`config.mk`:
```
export PLATFORM = sky130hd
export DESIGN_NAME = move_sequencer
export DESIGN_NICKNAME = d
export VERILOG_FILES = /design/src/rtl/move_sequencer.sv
export SDC_FILE = /design/constraint.sdc
export NUM_CORES = 1
export LEC_CHECK = 0
export BUFFER_PORTS_ARGS = -buffer_cell sky130_fd_sc_hd__buf_4
export CORE_MARGIN = 2
export CORE_UTILIZATION = 61
export DETAILED_ROUTE_END_ITERATION = 8
export HOLD_SLACK_MARGIN = 0.12
export PLACE_DENSITY_LB_ADDON = 0.12
export SYNTH_ARGS = -nofsm -noshare
export SYNTH_HDL_FRONTEND = slang
export SYNTH_SLANG_ARGS = --single-unit
```
`constraint.sdc`:
```
create_clock -name clk -period 7.5 [get_ports clk]
set_input_delay 0.375 -clock clk [delete_from_list [all_inputs] [get_ports clk]]
set_output_delay 0.375 -clock clk [all_outputs]
set_load 0.03 [all_outputs]
```
`src/rtl/move_sequencer.sv`:
```
// move_sequencer: queues debounced move-key presses and issues one legal move at a time
// to the vertical-motion counter, tracking the player's level with a per-move watchdog.
module move_sequencer #(
    parameter int LEVELS      = 4,
    parameter int START_LEVEL = 0,
    parameter int QDEPTH      = 4,
    parameter int TIMEOUT     = 32,
    localparam int LW = (LEVELS > 1) ? $clog2(LEVELS) : 1,
    localparam int QW = $clog2(QDEPTH),
    localparam int WW = $clog2(TIMEOUT + 1)
) (
    input  logic          clk,
    input  logic          resetn,
    input  logic [2:0]    keys,
    input  logic          update,
    input  logic          move_over,
    output logic [1:0]    move,
    output logic [LW-1:0] level,
    output logic          busy,
    output logic [QW:0]   q_count,
    output logic          reject,
    output logic          overflow,
    output logic          fault
);
    typedef enum logic [1:0] {IDLE, ACTIVE, SETTLE} state_t;

    state_t          state, state_n;
    logic [2:0]      s1, s2, s3, fall;
    logic [1:0]      mem [QDEPTH];
    logic [QW-1:0]   wp, rp;
    logic [1:0]      req, head, move_n;
    logic [LW-1:0]   level_n;
    logic [WW-1:0]   wd, wd_n;
    logic            full, pop, push, legal, rej_n, flt_n, ovf_n;

    always_comb begin
        fall    = s3 & ~s2;
        req     = fall[0] ? 2'b01 : fall[1] ? 2'b10 : fall[2] ? 2'b11 : 2'b00;
        full    = q_count == (QW+1)'(QDEPTH);
        pop     = state == IDLE && update && q_count != '0;
        push    = |fall && (!full || pop);
        ovf_n   = |fall && full && !pop;
        head    = mem[rp];
        legal   = !(head == 2'b01 && level == LW'(LEVELS - 1)) && !(head == 2'b11 && level == '0);
        state_n = state;
        move_n  = move;
        level_n = level;
        wd_n    = wd;
        rej_n   = 1'b0;
        flt_n   = 1'b0;
        case (state)
            IDLE: if (pop) begin
                if (legal) begin
                    move_n  = head;
                    wd_n    = '0;
                    state_n = ACTIVE;
                end else begin
                    rej_n = 1'b1;
                end
            end
            ACTIVE: if (move_over) begin
                level_n = move == 2'b01 ? level + 1'b1 : move == 2'b11 ? level - 1'b1 : level;
                move_n  = 2'b00;
                state_n = SETTLE;
            end else if (update) begin
                // the strobe that would bring the count to TIMEOUT aborts the move
                if (wd == WW'(TIMEOUT - 1)) begin
                    move_n  = 2'b00;
                    flt_n   = 1'b1;
                    state_n = SETTLE;
                end else begin
                    wd_n = wd + 1'b1;
                end
            end
            default: if (!move_over) state_n = IDLE;
        endcase
    end

    always_ff @(posedge clk or negedge resetn) begin
        if (!resetn) begin
            state    <= IDLE;
            s1       <= 3'b111;
            s2       <= 3'b111;
            s3       <= 3'b111;
            wp       <= '0;
            rp       <= '0;
            q_count  <= '0;
            move     <= 2'b00;
            level    <= LW'(START_LEVEL);
            wd       <= '0;
            reject   <= 1'b0;
            overflow <= 1'b0;
            fault    <= 1'b0;
        end else begin
            state    <= state_n;
            s1       <= keys;
            s2       <= s1;
            s3       <= s2;
            wp       <= push ? wp + 1'b1 : wp;
            rp       <= pop ? rp + 1'b1 : rp;
            q_count  <= q_count + (QW+1)'(push) - (QW+1)'(pop);
            move     <= move_n;
            level    <= level_n;
            wd       <= wd_n;
            reject   <= rej_n;
            overflow <= ovf_n;
            fault    <= flt_n;
        end
    end

    always_ff @(posedge clk) begin
        if (push) mem[wp] <= req;
    end

    assign busy = state != IDLE;
endmodule
```
==> reports/metrics.cfg, run 1 <==
[synth]
synthTopCellsByCount = dfrtp_1, inv_1, nand2_1, nor2_1
synth_top_area_share_pct = 32.0
synth_area_um2 = 1720
async_flop_share_pct = 79.5
synth_nets = 156
ys_seq_elements = 39
synth.most_common_cell = dfrtp_1
syn_inst = 141
postSynthAreaPerCell_um2 = 12.2
synth_edf_count = 8
yosysSeqAreaShare_pct = 59.6
synth_cell_types = 32
synth_ff_type = dfrtp_1
ys_warn_count = 0
synth_area_leaders = dfrtp_1, edfxtp_1, dfstp_2
synth_area_leader_cell = dfrtp_1

[global_route]
grt_max_degree = 32
antenna_found_initial = 0
grt_pass1_vias = 1103
grt_overflow = 0
grt_pass1_wl_um = 4750
grtUsageTotal_pct = 19.7

[timing]
timing.hold.ws_ns = 0.225
fmax_mhz = 370
fin_crit_ns = 2.70
hold_viol_final = 0
worst_pin_slew_ns = 0.489
slew-limit-headroom_pct = 67.4
period_share_pct = 36.0
final-setup-viol-count = 0
final_max_slew_viol_count = 0
rsz0062_at_grt = no
setup-tns-final_ns = 0
fin_skew_ns = 0.00992

[floorplanning]
die_h_um = 57.1
fp.dieW_um = 57.1
core-area_um2 = 2710
floorplan.die_area_um2 = 3270
io-pin-count = 18
rows = 19
start_util_pct = 63.6

[place]
globalplace.congestion = 0.792
dp.final_hpwl_um = 2050
port_buffers = 17
placed_area_um2 = 1880

[worst_setup_path]
r2r_setup_slack_ns = 4.80
r2r_cells = 11
cp-end-kind = register
required_ns = 7.73
r2r_end = q_count[2]
cp_max_fo = 7
crit_arrival_ns = 2.93
worstReg2RegStart = state[0]
worstSetupPathType = register to register
worstSetupStartpointType = register

[route]
viasPerCell = 5.51
routed-via-count = 1101
wl_um = 2790
antenna_left = 0
drc = 0
dr.pass1.iters = 4
wl_per_cell_um = 13.9
drt_first_iter_violations = 26

[worst_hold_path]
hp-start = move_over
min_delay_path_depth = 2
hold_class = input port to register
hold_end = fault

[power]
combPwrFrac_pct = 40.3
pwr_density_cell_nw_per_um2 = 369
p_sw_uw = 280
seqPwrFrac_pct = 45.1
switching_share_pct = 38.2
pwr-share-clk_pct = 14.6
leakage_uw = 0.000901
finalPower_uw = 733
peakVddDrop_v = 0.000379
intPower_uw = 453

[finish]
drive_gt1_share_pct = 22.5
area_growth_pct = 15.1
n_fill_cell = 200
multiInputGateArea_um2 = 642
final_cell_area_um2 = 1980
ff_latch_area_um2 = 1030
nNetsFinal = 183
fin_util_pct = 73.2
num_antenna_cells = 0

[cts]
cts_max_level = 2
clkSlewWorstSetupHoldPaths_ns = 0.11
clock_latency_ns = 0.34
cts_inserted_buffers = 5
post-cts-setup-buffers = 0
cts_tree = built
root_buffer = clkbuf_4
cts_buffer_depth = 2
cts.sinks = 39

[outcome]
outcome = finished, final reports clean

[run]
drv_cap = 0

[final cells by class]
class / instances / area share, %
inverter: 13 / 2.46
clock inverter: 1 / 0.189
timing repair buffer: 21 / 8.45
clock buffer: 7 / 2.78
sequential: 39 / 51.8
multi-input combinational: 88 / 32.4
tap: 31 / 1.96
[per-stage QoR]
stage               setup slack (ns)  cells
finish                          4.80    200
global route                    4.53    200
CTS                             4.78    197
detailed placement              4.82    188
global placement                4.92    188
floorplan                       5.04    141
[kinds of logic (layout without fill, tap and decap cells)]
kind of cell,after synthesis,after routing,share of synthesized area [%]
AOI/OAI and AO/OA,21,21,7.92
xor gates and xnor gates,8,8,4.07
adders and majority gates,8,8,6.25
buffers and inverters,14,42,3.12
DFF,39,39,59.6
muxes,9,9,7.04
and+or+nand+nor,42,42,12.0
[sequential cells by signal, summed over array words and instances (netlist names), 3 cells and up]
signal and cells:
mem 8, wd 6, q_count 3, s1 3
s2 3, s3 3
[layout by cell type, fill, tap and decap left out, types with 4 or more instances in the layout]
cell type / instances
mux2i_1: 4
dlygate4sd3_1: 4
dfstp_2: 9
inv_1: 13
nor2_1: 11
xnor2_1: 5
buf_4: 17
nand3_1: 4
o21ai_0: 9
and2_1: 6
nand2_1: 11
dfrtp_1: 22
a22o_1: 4
clkbuf_4: 5
ha_1: 7
edfxtp_1: 8
[power groups by stage]
stage	clock network [µW]	logic [µW]	registers, µW
2_1_floorplan	0	175	364
3_3_place_gp	0	285	331
3_5_place_dp	0	298	335
4_1_cts	113	299	330
5_1_grt	121	331	339
6_report	107	295	330
[worst max path at each step]
stage | slack [ns] | end | startpoint
after detailed placement | 4.82 | q_count[2] | s3[1]
after CTS | 4.78 | q_count[2] | s3[1]
after floorplan | 5.04 | q_count[2] | s3[1]
final | 4.80 | q_count[2] | state[0]
after global routing | 4.53 | q_count[2] | state[0]
after global placement | 4.92 | q_count[2] | s3[1]
[critical path, stage by stage (launching register included)]
cell and delay [ns]:
dfrtp_1 0.45, nor2_1 0.28, nand2_1 0.10, nand3_1 0.11
nor2b_1 0.38, inv_1 0.09, ha_1 0.29, inv_1 0.04
ha_1 0.19, fa_1 0.39, xor2_1 0.16, xnor2_1 0.13
[layer usage]
metal | global-route usage (%) | up-vias | routed length, µm
met5 | 0 | - | 0
met4 | 7.31 | 0 | 39
met3 | 7.94 | 5 | 114
met2 | 33.8 | 18 | 1530
met1 | 22.2 | 541 | 1110
li1 | - | 537 | -
[what timing repair did]
item | in CTS | in global routing
hold endpoints to repair | 22 | 3
hold buffers | 1 | 3
gates resized for setup | 0 | 0
No activity file was read; power rests on OpenSTA's default activity.
==> run 2, diff against run 1 <==
CORE_UTILIZATION = 51   (was 61)
clock period = 2.43 ns   (was 7.5 ns; I/O delays follow)
==> reports/metrics.cfg, run 2 (same netlist as run 1, synthesis figures left out) <==
[outcome]
outcome = finished, final reports clean

[power]
leakage_uw = 0.000953  ; +5.8%
p_sw_uw = 895  ; +220%
pwr_density_cell_nw_per_um2 = 1110  ; +200%
seqPwrFrac_pct = 43.5  ; -1.6 points
switching_share_pct = 38.4  ; +0.24 points
pwr-share-clk_pct = 13.3  ; -1.3 points
peakVddDrop_v = 0.000534  ; +41%
intPower_uw = 1430  ; +220%
combPwrFrac_pct = 43.2  ; +2.9 points

[floorplanning]
floorplan.die_area_um2 = 3860  ; +18%
core-area_um2 = 3280  ; +21%
io-pin-count = 18  ; unchanged
start_util_pct = 52.5  ; -11 points
die_h_um = 62.1  ; +8.7%
fp.dieW_um = 62.1  ; +8.7%
rows = 21  ; +2

[route]
viasPerCell = 5.15  ; -6.5%
met3_length_um = 109  ; -4.4%
routed-via-count = 1148  ; +4.3%
wl_um = 2890  ; +3.8%
routed-wl-met2_um = 1480  ; -3.1%
drt_first_iter_violations = 91  ; +250%
dr.pass1.iters = 4  ; unchanged
drt-met1-wl_um = 1260  ; +14%
dr.max_layer_used = met4
antenna_left = 0  ; unchanged
drc = 0  ; unchanged
wl_per_cell_um = 13.0  ; -6.9%

[worst_setup_path]
required_ns = 2.65  ; -5.08 ns
worstReg2RegStart = s3[1]
crit_arrival_ns = 2.50  ; -0.43 ns
crit_start = s3[1]
worstSetupPathType = register to register
worstSetupStartpointType = register
cp_max_fo = 2  ; -5
cp-end-kind = register

[finish]
ff_latch_area_um2 = 1030  ; unchanged
multiInputGateArea_um2 = 672  ; +4.7%
nNetsFinal = 191  ; +4.4%
regMostFlops = mem
top_regs = mem x8, wd x6
num_antenna_cells = 0  ; unchanged
final_cell_area_um2 = 2090  ; +5.4%
n_fill_cell = 271  ; +36%
area_growth_pct = 21.4
drive_gt1_share_pct = 27.7  ; +5.2 points
final_cell_mix = dfrtp_1, buf_4, inv_1
largest_reg_flops = 8  ; unchanged
fin_util_pct = 63.7  ; -9.5 points

[cts]
cts_buffer_depth = 2  ; unchanged
cts_tree = built
clock_latency_ns = 0.33  ; about the same
clkSlewWorstSetupHoldPaths_ns = 0.11  ; about the same
cts_inserted_buffers = 5  ; unchanged
root_buffer = clkbuf_4
cts_max_level = 2  ; unchanged
cts.sinks = 39  ; unchanged

[global_route]
grt_pass1_vias = 1166  ; +5.7%
grt_max_degree = 32  ; unchanged
antenna_found_initial = 0  ; unchanged
grtUsageTotal_pct = 17.1  ; -2.6 points
grt_overflow = 0  ; unchanged
grt_pass1_wl_um = 5190  ; +9.1%

[timing]
fin_crit_ns = 2.28  ; -0.425 ns
fin_ws_ns = 0.154  ; -4.64 ns
slew-limit-headroom_pct = 64.7  ; -2.7 points
final-setup-viol-count = 0  ; unchanged
hold_viol_final = 0  ; unchanged
setup-tns-final_ns = 0  ; unchanged
final_max_slew_viol_count = 0  ; unchanged
fmax_mhz = 439  ; +19%
period_share_pct = 93.7  ; +58 points
worst_pin_slew_ns = 0.529  ; +0.0400 ns
timing.hold.ws_ns = 0.239  ; +0.0140 ns
fin_skew_ns = 0.00682  ; -0.00310 ns
rsz0062_at_grt = no

[place]
placed_area_um2 = 1940  ; +2.7%
port_buffers = 17  ; unchanged
dp_slack_ns = 0.0332  ; -4.79 ns
globalplace.congestion = 0.823  ; +3.9%
dp.final_hpwl_um = 2130  ; +3.6%

[run]
drv_cap = 0  ; unchanged

[worst_hold_path]
hold_class = input port to asynchronous set/reset pin

[run 2: power by group through the flow]
| stage | Clock (µW) | Combinational [µW] | Sequential [µW] |
|---|---|---|---|
| 2_1_floorplan | 0 | 543 | 1120 |
| 3_3_place_gp | 0 | 935 | 1020 |
| 3_5_place_dp | 0 | 970 | 1020 |
| 4_1_cts | 325 | 982 | 1010 |
| 5_1_grt | 359 | 1110 | 1040 |
| 6_report | 310 | 1010 | 1010 |
[run 2: final timing paths]
kind	endpoint	slack, ns	cells after the start
worst max-delay path	q_count[2]	0.15	11
worst min-delay path	reject	0.24	2
worst max register to register	q_count[2]	0.15	11
worst min register to register	s2[0]	0.36	0
max in group asynchronous	s2[0]	1.87	2
min in group clk	s2[0]	0.36	0
[run 2: area by class of cell]
type | instances | share of cell area [%]
clock buffer | 7 | 2.15
clock inverter | 1 | 0.239
inverter | 13 | 2.33
multi-input combinational | 88 | 32.1
sequential | 39 | 49.1
tap | 46 | 2.75
timing repair buffer | 29 | 11.3
[run 2: worst max-delay path, stage by stage, from the launching register on]
cell,delay (ns)
dfstp_2,0.53
nor2b_4,0.13
nor2b_1,0.06
and2_4,0.16
nor2b_4,0.11
inv_1,0.05
ha_1,0.27
inv_1,0.04
ha_2,0.17
fa_2,0.37
xor2_2,0.15
xnor2_1,0.13
[run 2: routing by layer]
metal,GRT usage [%],vias to the layer above
li1,-,553
met1,21.4,553
met2,28.7,33
met3,3.99,9
met4,7.50,0
met5,0,-
[run 2: timing repair]
item                                    CTS  global route
gates resized for setup                   1             6
hold buffers                              7             0
hold endpoints to repair                 36             0
pin swaps                                 0             2
endpoints found under the setup margin    1             1
setup buffers                             0             1
[run 2: metrics by stage]
step	cells	total power, µW
after global placement	207	1950
after floorplan	141	1670
after detailed placement	207	1990
after global routing	223	2510
final	223	2330
after CTS	222	2320
